==> config.mk <==
export PLATFORM = sky130hd
export DESIGN_NAME = pulse_meter
export DESIGN_NICKNAME = d
export VERILOG_FILES = /design/src/rtl/pulse_meter.sv
export SDC_FILE = /design/constraint.sdc
export NUM_CORES = 1
export LEC_CHECK = 0
export CAP_MARGIN = 20
export CORE_ASPECT_RATIO = 0.7
export CORE_MARGIN = 4
export CORE_UTILIZATION = 30
export CTS_BUF_LIST = sky130_fd_sc_hd__clkbuf_2 sky130_fd_sc_hd__clkbuf_4 sky130_fd_sc_hd__clkbuf_8
export DETAILED_ROUTE_END_ITERATION = 10
export PLACE_DENSITY_LB_ADDON = 0.12
export SLEW_MARGIN = 25
export SYNTH_ARGS = -nofsm -noshare
export SYNTH_HDL_FRONTEND = slang
export SYNTH_SLANG_ARGS = --single-unit
==> constraint.sdc <==
create_clock -name clk -period 4.4 [get_ports clk]
set_input_delay 0.88 -clock clk [delete_from_list [all_inputs] [get_ports clk]]
set_output_delay 0.88 -clock clk [all_outputs]
set_load 0.1 [all_outputs]
==> src/rtl/pulse_meter.sv <==
// Measures the spacing in clk cycles between successive events on sig and reports it
// with a one-cycle strobe; tracks consecutive matches against an expected spacing to assert lock.
module pulse_meter #(
  parameter int count_reg_size = 16,
  parameter int pulsemode      = 1,
  parameter int expected       = 2,
  parameter int lock_count     = 4
) (
  input  logic                      clk,
  input  logic                      rst_n,
  input  logic                      enable,
  input  logic                      sig,
  output logic [count_reg_size-1:0] period,
  output logic                      valid,
  output logic                      overflow,
  output logic                      match,
  output logic                      locked,
  output logic                      busy
);

  localparam int W  = count_reg_size;
  localparam int MW = $clog2(lock_count + 1);
  localparam logic [W-1:0]  CMAX = '1;
  localparam logic [W-1:0]  EXP  = W'(expected);
  localparam logic [MW-1:0] LOCK = MW'(lock_count);

  typedef enum logic [1:0] {IDLE, ARM, MEASURE} state_t;

  state_t         state, state_nxt;
  logic           sig_q, evt;
  logic [W-1:0]   cnt, cnt_inc;
  logic           sat, hit;
  logic           start, strobe;
  logic [MW-1:0]  mcnt;

  assign evt     = (pulsemode != 0) ? (sig & ~sig_q) : (sig ^ sig_q);
  assign cnt_inc = (cnt == CMAX) ? CMAX : cnt + 1'b1;
  assign hit     = (cnt == EXP) && !sat;

  always_ff @(posedge clk or negedge rst_n) begin
    if (!rst_n) state <= IDLE;
    else        state <= state_nxt;
  end

  // enable=0 wins over everything, including an event in the same cycle
  always_comb begin
    state_nxt = state;
    if (!enable) state_nxt = IDLE;
    else begin
      case (state)
        IDLE:    state_nxt = ARM;
        ARM:     if (evt) state_nxt = MEASURE;
        MEASURE: state_nxt = MEASURE;
        default: state_nxt = IDLE;
      endcase
    end
  end

  always_comb begin
    busy   = (state != IDLE);
    start  = enable && (state == ARM) && evt;
    strobe = enable && (state == MEASURE) && evt;
  end

  always_ff @(posedge clk or negedge rst_n) begin
    if (!rst_n) begin
      sig_q    <= 1'b0;
      cnt      <= '0;
      sat      <= 1'b0;
      period   <= '0;
      valid    <= 1'b0;
      overflow <= 1'b0;
      match    <= 1'b0;
    end else begin
      sig_q    <= sig;
      valid    <= strobe;
      overflow <= strobe & sat;
      match    <= strobe & hit;
      if (strobe) period <= sat ? CMAX : cnt;
      // the opening event and every measured event both restart the count at 1
      if (start || strobe) begin
        cnt <= {{(W-1){1'b0}}, 1'b1};
        sat <= 1'b0;
      end else if (enable && state == MEASURE) begin
        cnt <= cnt_inc;
        sat <= sat | (cnt_inc == CMAX);
      end
    end
  end

  always_ff @(posedge clk or negedge rst_n) begin
    if (!rst_n)      mcnt <= '0;
    else if (!enable) mcnt <= '0;
    else if (strobe) begin
      if (!hit)              mcnt <= '0;
      else if (mcnt != LOCK) mcnt <= mcnt + 1'b1;
    end
  end

  assign locked = (mcnt == LOCK);

endmodule

After elaboration in Yosys (flattened, before gate mapping):

Index checks and enable logic that the tools add are counted.

* add/sub/neg operators: 2
* eq/ne operators: 10
* muxes and demuxes: 13
* bitwise operators: 5
* reduce and logical (&&, ||, !) cells: 11

Operator list (count)
* $mux 16: 4
* $eq 16x16->1 const B: 2
* $add 16x1->16 const B: 1
* $eq 16x2->1 const B: 1
* $mux 3: 4
* $ne 3x3->1 const B: 2
* $pmux 2 s3: 1
* $logic_and 1x1->1: 5
* $mux 2: 2
* $reduce_bool 2->1: 2
* $add 3x1->3 const B: 1
* $and 1x1->1: 3
* $eq 3x3->1 const B: 1
* $ne 3x2->1 const B: 1
* $eq 2x1->1 const B: 1
* $eq 2x2->1 const B: 1
* $logic_not 2->1: 1
* $mux 1: 2
* $ne 2x1->1 const B: 1
* $reduce_and 2->1: 1
* $logic_not 1->1: 1
* $logic_or 1x1->1: 1
* $not 1->1: 1
* $or 1x1->1: 1

* register bits after elaboration: 42
* input port bits: 4
* output and inout port bits: 21
* word-level logic and storage cells: 50

Depth between registers and ports, before layout:

Gate-level depths: netlist of run 1.

* depth in word-level cells: 6
* mapped depth: 8
* mapped depth without buffers: 8

Least setup slack after synthesis of run 1:

No wires, ideal clock.

* path kind: reg2out
* start point: reg mcnt[0]
* end point: out locked
* arrival: 1249 ps
* required time: 3520 ps
* setup slack: 2271 ps
* stages on the path, launching flop included: 5
* path buffers: 0
* path through: dfrtp_1 -> inv_1 -> ha_1 -> nand2_1 -> inv_1

* longest elaborated chain between the ends: 1

RTL lines
* start: declaration: line 34 `logic [MW-1:0] mcnt;`
* start signal: assignment: line 96 `else if (mcnt != LOCK) mcnt <= mcnt + 1'b1;`
* $eq 3x3->1: line 100 `assign locked = (mcnt == LOCK);`
* end: declaration: line 17 `output logic locked,`

Every way passes these cells.

Worst setup path in the final report of run 1:

Same ends and word-level chain as after synthesis.

==> results of run 1 <==
## flip-flops by register name, indices dropped and copies added, names as in the netlist, 2 cells and up
| signal | cells |
|---|---|
| cnt | 16 |
| period | 16 |
| mcnt | 3 |
| state | 2 |
## stage by stage
| step | utilization | area [um^2] |
|---|---|---|
| finish | 0.365 | 2650 |
| global route | 0.365 | 2650 |
| CTS | 0.365 | 2650 |
| detailed placement | 0.349 | 2530 |
| global placement | 0.349 | 2530 |
| floorplan | - | 2230 |
## final cells by class
cell class / instances / area [um^2] / area share
multi-input combinational: 187 / 1070 / 0.403
sequential: 42 / 1050 / 0.397
timing repair buffer: 25 / 245 / 0.0925
tap: 98 / 123 / 0.0463
clock buffer: 6 / 76.3 / 0.0288
inverter: 13 / 48.8 / 0.0184
clock inverter: 2 / 37.5 / 0.0142
## cell families after synthesis
family / after synthesis
and+or+nand+nor: 102
AOI/OAI and AO/OA: 75
DFF: 42
buffers and inverters: 28
adders and majority gates: 7
xor gates and xnor gates: 2
muxes: 1
## worst reg2reg max path, stage by stage (launching register included)
cell and delay (ns):
dfrtp_1 0.49, ha_1 0.30, nand3_4 0.14, nor2_4 0.21
and4_1 0.23, mux2i_1 0.29, a2111oi_2 0.09, a32o_1 0.27
## worst min-delay path by stage
stage	to	slack, ns	cells past startpoint
floorplan	mcnt[1]	0.49	2
global placement	period[14]	0.45	2
detailed placement	period[8]	0.46	2
CTS	period[8]	0.48	2
global route	period[8]	0.49	2
finish	period[8]	0.47	2
## routing by layer
| metal | share of wire | vias up |
|---|---|---|
| met4 | 0.0047 | 0 |
| met1 | 0.57 | 821 |
| met5 | 0 | - |
| met2 | 0.38 | 39 |
| met3 | 0.049 | 2 |
| li1 | - | 930 |
## cells in the mapped netlist (2+ instances only)
library cell  number  area (um^2)
o21ai_0           41          205
nor2_4             2         22.5
and3_1             2         12.5
inv_1             13         48.8
ha_1               7         87.6
o22a_1             2         17.5
buf_2              7         35.0
a22o_1             2         17.5
and2_1             3         18.8
o31ai_1            2         15.0
nand4_1            5         31.3
clkbuf_1           8         30.0
dfrtp_1           42         1050
nor3b_1            2         15.0
o21a_1             2         15.0
nor4_1             3         18.8
a21oi_1            9         45.0
nor2_1            14         52.6
nand2_1           48          180
nor2b_1            3         18.8
nand3_1           10         50.1
a31oi_1            5         31.3
nor3_1             2         10.0
a21o_1             4         30.0
a21boi_0           2         15.0
## where the power goes
| group | internal, mW | total (mW) | switching [mW] |
|---|---|---|---|
| clock network | 0.176 | 0.317 | 0.141 |
| registers | 0.418 | 0.461 | 0.0432 |
| logic | 0.0896 | 0.332 | 0.243 |
==> results.md, run 1 <==
- Gpl congestion: a little over 0.8
- Critical-path top delay cell: clkdlybuf4s50_1
- Post-synthesis mux area share: 0.00448
- Critical path's largest stage delay: about 1.1 ns
- Post-synthesis sequential area ratio: 0.471
- CP Depth: 5
- Worst path arrival time: 2.23 ns
- CP bufs+invs: 3
- Fillers: between 700 and 800
- Drt wl/cell: between 10 and 15 um
- Most frequent cells in the layout: nand2_1 (48), dfrtp_1 (42), o21ai_0 (41)
- CTS tree: built
- Port Buf Inserts: 24
- Root Driver: clkbuf_8
- Slew Limit Fails: 0
- Vias in the first global route: 1,734
- Leakage power: around 1.2 nW
- Post-Synth Adder-Cell Area: 0.0392
- Post-synth EDFFs: 0
- Rows: 26
- CTS sink count: 42
- Final worst slack: 1.29 ns
- Antenna Cells: 0
- PwrDens: around 420 nW/um^2
- Crit path kind: reg2out
- Worst hold start: period[8]
- Setup TNS: 0 ns
- CP endpoint kind: output pin
- Met2 Track Usage GR: 0.169
- Synth Flop Type: dfrtp_1
- Hpwl dp: 3800 um
- Critical path peak fanout: 4
- DP Worst Slack: ~1.4 ns
- Final Power: between 1 and 1.5 mW
- Fin nets: approximately 290
- Status: finished, final reports clean
- CP most frequent cell: inv_1
- TritonCTS buffer count: 5
- Drt first-iter violations: between 90 and 100
- Finished Layout Cells: ~370
- Core ar.: between 7000 and 8000 um^2
- Final Hold Viols: 0
- Startpoint Class: register
- Wirelength, routed: around 5400 um
- Least-Margin Pin Slew: between 0.9 and 1 ns
- Most common cell after layout, fill and taps aside: nand2_1
- Delay-heaviest family, CP: buffers and inverters
- Die H: about 80 um
- Clk_lat worst skew: 0.30 ns
- Max-cap check violation count: 0
- Synth Area in Compound Gates: 0.203
- Period minus WS final: between 3 and 4 ns
- Full die area: 8910 um^2
- CP endpoint: locked
- Synth Area in Simple Gates: 0.224
- Peak supply drop: 0.177 mV
- Htree depth: 2
- Synth Area in XOR/XNOR: 0.00784
- Layout cells sized above 1: 0.0618
- Flops & latches, synth: 42
- Synth-to-layout area growth: 18.7%
- Initial core utilization: 0.308
- CTS resizes: 0
- Crit Reg-Reg Endpoint: sat
- Residual DRC: 0
- First-pass GRT wire length: 9070 um
- Relative slew margins: 0.348
- Achievable clock frequency: roughly 0.32 GHz
- Synthesized area per cell: ~8.7 um^2
- Buffer levels on the longest clock path: 2
- Tightest Hold Check Type: reg2reg
- Mapped Area: around 2200 um^2
- Fin Clk Skew: 0.0110 ns
- Ports: 25
- Worst r2r src: cnt[0]
- GR Layer Usage met3: 0.0316
- RSZ-0062 raised after global routing: no
- Yosys cell types: 42
- Reg2reg path depth: 7
- Synth Instances: 257
- Postcts setup bufs: 0
- Vias per Instance: about 4.8
- Register-to-Register Setup Slack: about 2.3 ns
- Met1 usage: 0.198
- Busiest layer in global routing: met1
- Reg clk slew, reported paths: 0.08 ns
- Post-route antenna net violation count: 0
- Final setup violation count: 0
- Cell chain of the critical path: inv_1 > ha_1 > nand2_1 > inv_1 > clkdlybuf4s50_1
- Worst EP required: ~3.5 ns
- DR vias: about 1,800
- GRT Residual Overflow: 0
- Drt first pass iters: 4
- Largest family of logic cells by synthesized area: simple AND/OR/NAND/NOR gates
- Beginning of the critical path: mcnt[0]
- Period utilization: 0.706
- Initial antenna violation count: 0
- GRT Util Overall: 0.126
- Synth async-reset ratio: 1.00
- Syn nets: roughly 270
- Synth warnings: 0
- Largest net degree at the start of global routing: 43
- Die Wd: about 110 um
- Cell count after placement: 365
- WHS: approximately 0.47 ns
- CTS Hold Buffers Added: 0
Note: power is estimated with default switching activity, not from simulation.
==> inputs of run 2 (changes only) <==
==> constraint.sdc (replaced) <==
create_clock -name clk -period 2.69 [get_ports clk]
set_input_delay 0.538 -clock clk [delete_from_list [all_inputs] [get_ports clk]]
set_output_delay 0.538 -clock clk [all_outputs]
set_load 0.1 [all_outputs]
==> results.md, run 2 (synthesis results as in run 1) <==
- Clk_lat worst skew: between 0.2 and 0.3 ns
- Vias per Instance: 4.99
- Final core utilization: 0.363
- Full die area: roughly 8900 um^2
- Layout cells sized above 1: 0.163
- Wirelength, routed: 5550 um
- GR Layer Usage met3: 0.0331
- Busiest layer in global routing: met1
- RSZ-0062 raised after global routing: no
- Clock group share of total power: 0.243
- Initial antenna violation count: 0
- Period minus WS final: 2.13 ns
- Peak supply drop: between 0.3 and 0.4 mV
- Buffer levels on the longest clock path: 2
- Postcts setup bufs: 0
- Tightest Hold Check Type: in2async
- Achievable clock frequency: between 0.4 and 0.5 GHz
- PwrDens: roughly 650 nW/um^2
- Least-Margin Pin Slew: between 0.5 and 0.6 ns
- Worst r2r src: cnt[0]
- Post-route antenna net violation count: 0
- GRT Util Overall: 0.134
- DR vias: roughly 1,900
- Status: finished, final reports clean
- Most frequent cells in the layout: nand2_1 (48), dfrtp_1 (42), o21ai_0 (41)
- Period utilization: 0.791
- Met2 Track Usage GR: 0.180
- Net Sw Power: between 0.6 and 0.7 mW
- Die Wd: around 110 um
- Drt first pass iters: 4
- Initial core utilization: 0.308
- Top Registers: cnt (16), period (16), mcnt (3)
- Max-cap check violation count: 0
- Pint: between 1 and 1.5 mW
- Final Hold Viols: 0
- Crit path kind: reg2reg
- Fillers: 770
- Worst path arrival time: ~2.3 ns
- Root Driver: clkbuf_8
- Drt first-iter violations: 130
- Met1 usage: 0.213
- Leakage power: 1.25 nW
- Slew Limit Fails: 0
- Htree depth: 2
- Critical path peak fanout: 7
- Fin Clk Skew: about 0.0043 ns
- Reg2reg path depth: 7
- Gpl congestion: a little under 0.8
- Final setup violation count: 0
- Worst EP required: 2.88 ns
- Largest net degree at the start of global routing: 43
- Hpwl dp: ~4000 um
- Synth-to-layout area growth: 17.8%
- Antenna Cells: 0
- Beginning of the critical path: cnt[0]
- GRT Residual Overflow: 0
- Rows: 26
- Ports: 25
- CP endpoint kind: register
- Relative slew margins: 0.629
- TritonCTS buffer count: 5
- First-pass GRT wire length: just under 10,000 um
- Vias in the first global route: 1,790
- CTS sink count: 42
- Switching fraction of total power: 0.401
- Most common cell after layout, fill and taps aside: nand2_1
- Startpoint Class: register
- Combinational power share: 0.319
- Setup TNS: 0 ns
- CTS tree: built
- Port Buf Inserts: 24
- CTS resizes: 0
- Reg clk slew, reported paths: around 0.08 ns
- Area after DPL: 2540 um^2
- Fin nets: slightly below 300
- Drt wl/cell: around 15 um
- Residual DRC: 0
- Finished Cell Area: around 2600 um^2
- Seq pwr share: 0.437
- CTS Hold Buffers Added: 0
- Die H: roughly 80 um
- Core ar.: 7250 um^2
-- run 2: cell types whose count changed in the layout (fill, tap and decap cells not counted), sizes merged --
cell / change
buf: +29
clkdlybuf4s50: -21
clkinv: +2
bufinv: -1
clkinvlp: -1
-- run 2: path summary, 6_finish.rpt --
check | endpoint | slack [ns]
max | sat | 0.56
min | period[5] | 0.31
max reg2reg | sat | 0.56
min reg2reg | period[6] | 0.47
max in group asynchronous | cnt[13] | 2.00
min in group clk | period[6] | 0.47
-- run 2: worst max-delay path: stages, from the launching register on --
cell and delay (ns):
dfrtp_1 0.46, ha_1 0.29, nand3_4 0.13, nor2_4 0.22, and4_1 0.23, mux2i_1 0.32
a2111oi_2 0.10, a32o_1 0.27
-- run 2: layout make-up --
cell class                 count  area, um^2  share of cell area
clock buffer                   6        76.3              0.0290
inverter                      13        48.8              0.0185
clock inverter                 2        13.8             0.00523
sequential                    42        1050               0.399
timing repair buffer          33         250              0.0951
tap                           98         123              0.0466
multi-input combinational    187        1070               0.406
-- run 2: layer usage --
| metal | wire length (um) | part of all wire | up-vias |
|---|---|---|---|
| met4 | 19 | 0.0034 | 0 |
| met3 | 401 | 0.072 | 2 |
| li1 | - | - | 948 |
| met5 | 0 | 0 | - |
| met1 | 3040 | 0.55 | 894 |
| met2 | 2090 | 0.38 | 57 |
-- run 2: stage by stage --
| step | std cells | power, mW | worst slack, ns | hold slack, ns |
|---|---|---|---|---|
| after floorplan | 257 | 1.17 | 0.821 | 0.242 |
| after global placement | 373 | 1.31 | 0.313 | 0.452 |
| after detailed placement | 373 | 1.31 | 0.290 | 0.458 |
| after CTS | 381 | 1.74 | 0.542 | 0.333 |
| after global routing | 381 | 1.82 | 0.397 | 0.354 |
| final | 381 | 1.71 | 0.563 | 0.313 |
-- run 2: power groups by stage --
| stage | Sequential, mW | Combinational, mW | Clock (mW) |
|---|---|---|---|
| after floorplan | 0.857 | 0.316 | 0 |
| after global placement | 0.763 | 0.551 | 0 |
| after detailed placement | 0.761 | 0.554 | 0 |
| after CTS | 0.749 | 0.554 | 0.438 |
| after global routing | 0.762 | 0.600 | 0.463 |
| final | 0.748 | 0.546 | 0.416 |
==> inputs of run 3 (changes only) <==
==> constraint.sdc (replaced) <==
create_clock -name clk -period 1.8 [get_ports clk]
set_input_delay 0.36 -clock clk [delete_from_list [all_inputs] [get_ports clk]]
set_output_delay 0.36 -clock clk [all_outputs]
set_load 0.1 [all_outputs]
==> results.md, run 3 (synthesis results as in run 1) <==
- CP bufs+invs: 1
- Wirelength, routed: 6150 um
- First-pass GRT wire length: 10,200 um
- Die H: between 80 and 90 um
- Vias per Instance: about 5
- Drt wl/cell: about 15 um
- CTS sink count: 42
- GRT Util Overall: 0.142
- Die Wd: around 110 um
- Post-route antenna net violation count: 0
- Clk_lat worst skew: ~0.3 ns
- Clock group share of total power: 0.254
- Drt first pass iters: 4
- Period minus WS final: 1.77 ns
- Final core utilization: 0.454
- CTS tree: built
- Vias in the first global route: around 2,000
- Max-cap check violation count: 0
- Beginning of the critical path: cnt[0]
- Synth-to-layout area growth: 47.5%
- Net Sw Power: roughly 1.1 mW
- Worst EP required: a little over 2 ns
- Crit path kind: reg2reg
- Setup TNS: 0 ns
- DP Worst Slack: -0.142 ns
- Reg clk slew, reported paths: ~0.090 ns
- Final setup violation count: 0
- DR vias: 2,052
- Cell chain of the critical path: buf_4 > and2_1 > nor3b_2 > o21a_1 > nand4_1 > o31ai_2 > a32o_2
- Ports: 25
- CP endpoint kind: register
- Register-to-Register Setup Slack: 0.03 ns
- CP Depth: 7
- Initial core utilization: 0.308
- Root Driver: clkbuf_8
- Top Registers: cnt (16), period (16), mcnt (3)
- Port Buf Inserts: 24
- Least-Margin Pin Slew: between 0.5 and 0.6 ns
- Buffer levels on the longest clock path: 2
- Fillers: just over 700
- Status: finished, final reports clean
- Slew Limit Fails: 0
- Most common cell after layout, fill and taps aside: nand2_1
- Most frequent cells in the layout: nand2_1 (48), buf_4 (45), dfrtp_1 (41)
- Final Power: roughly 3 mW
- Largest net degree at the start of global routing: 42
- Pint: ~1.9 mW
- Critical-path top delay cell: dfrtp_2
- CP endpoint: sat
- GRT Residual Overflow: 0
- PwrDens: roughly 940 nW/um^2
- Hpwl dp: 4460 um
- Initial antenna violation count: 0
- Delay-heaviest family, CP: compound AO/OA/AOI/OAI gates
- Final Hold Viols: 0
- Worst r2r src: cnt[0]
- Residual DRC: 0
- Crit Reg-Reg Endpoint: sat
- Antenna Cells: 0
- Rows: 26
- Achievable clock frequency: 0.564 GHz
- Cell count after placement: 408
- Core ar.: 7250 um^2
- Fin Clk Skew: 0.00776 ns
- Worst path arrival time: approximately 2.0 ns
- Fin nets: 332
- TritonCTS buffer count: 5
- Finished Layout Cells: 420
- Full die area: 8910 um^2
- Relative slew margins: 0.646
- Critical path peak fanout: 4
- Drt first-iter violations: 118
- Switching fraction of total power: 0.371
- Final worst slack: 0.0264 ns
- Leakage power: 1.53 nW
- Critical path's largest stage delay: around 0.46 ns
- Layout cells sized above 1: 0.301
- Combinational power share: 0.382
- Htree depth: 2
- Seq pwr share: 0.364
- Startpoint Class: register
- Period utilization: 0.985
- Reg2reg path depth: 7
- RSZ-0062 raised after global routing: yes
- Peak supply drop: just under 0.6 mV
- Gpl congestion: slightly above 0.8
- Tightest Hold Check Type: in2async
[run 3: cell types whose count changed in the layout (fill, tap and decap cells not counted), sizes merged]
| cell | change |
|---|---|
| buf | +38 |
| clkinv | -2 |
| bufinv | +1 |
| clkinvlp | +1 |
| dlygate4sd3 | +1 |
[run 3: metrics by stage]
stage	hold slack [ns]	cell area, um^2
finish	0.373	3290
global route	0.367	3290
CTS	0.368	3230
detailed placement	0.143	3100
global placement	0.142	3100
floorplan	0.0644	2250
[run 3: worst min path at each step]
stage / to / startpoint / slack [ns]
after floorplan: cnt[0] / rst_n / 0.06
after global placement: match / rst_n / 0.14
after detailed placement: match / rst_n / 0.14
after CTS: match / rst_n / 0.37
after global routing: match / rst_n / 0.37
final: match / rst_n / 0.37
[run 3: routing by layer]
layer	track usage	vias to the layer above	wire, um
li1	-	1025	-
met5	0	-	0
met2	0.209	52	2580
met1	0.209	971	3200
met3	0.0346	4	341
met4	0.0304	0	33
[run 3: cell type report]
| type | count | area [um^2] | share of cell area |
|---|---|---|---|
| multi-input combinational | 187 | 1130 | 0.344 |
| clock buffer | 6 | 76.3 | 0.0232 |
| timing repair buffer | 72 | 825 | 0.250 |
| sequential | 42 | 1050 | 0.319 |
| clock inverter | 2 | 37.5 | 0.0114 |
| tap | 98 | 123 | 0.0372 |
| inverter | 13 | 48.8 | 0.0148 |
[run 3: power groups by stage]
| stage | clock network, mW | registers, mW | logic [mW] |
|---|---|---|---|
| after floorplan | 0 | 1.29 | 0.479 |
| after global placement | 0 | 1.13 | 1.10 |
| after detailed placement | 0 | 1.14 | 1.11 |
| after CTS | 0.811 | 1.12 | 1.12 |
| after global routing | 0.844 | 1.14 | 1.27 |
| final | 0.782 | 1.12 | 1.18 |
[run 3: worst register-to-register path: cells and delay by family, from the launching register on]
kind | cells | cell delay [ns]
DFF | 1 | 0.46
buffers and inverters | 1 | 0.15
and+or+nand+nor | 3 | 0.44
AOI/OAI and AO/OA | 3 | 0.67
[run 3: timing repair]
item | CTS | global route
endpoints found under the setup margin | 3 | 7
pin swaps | 2 | 11
hold endpoints to repair | 1 | 0
hold buffers | 1 | 0
resized for setup | 4 | 13
setup buffers | 0 | 3
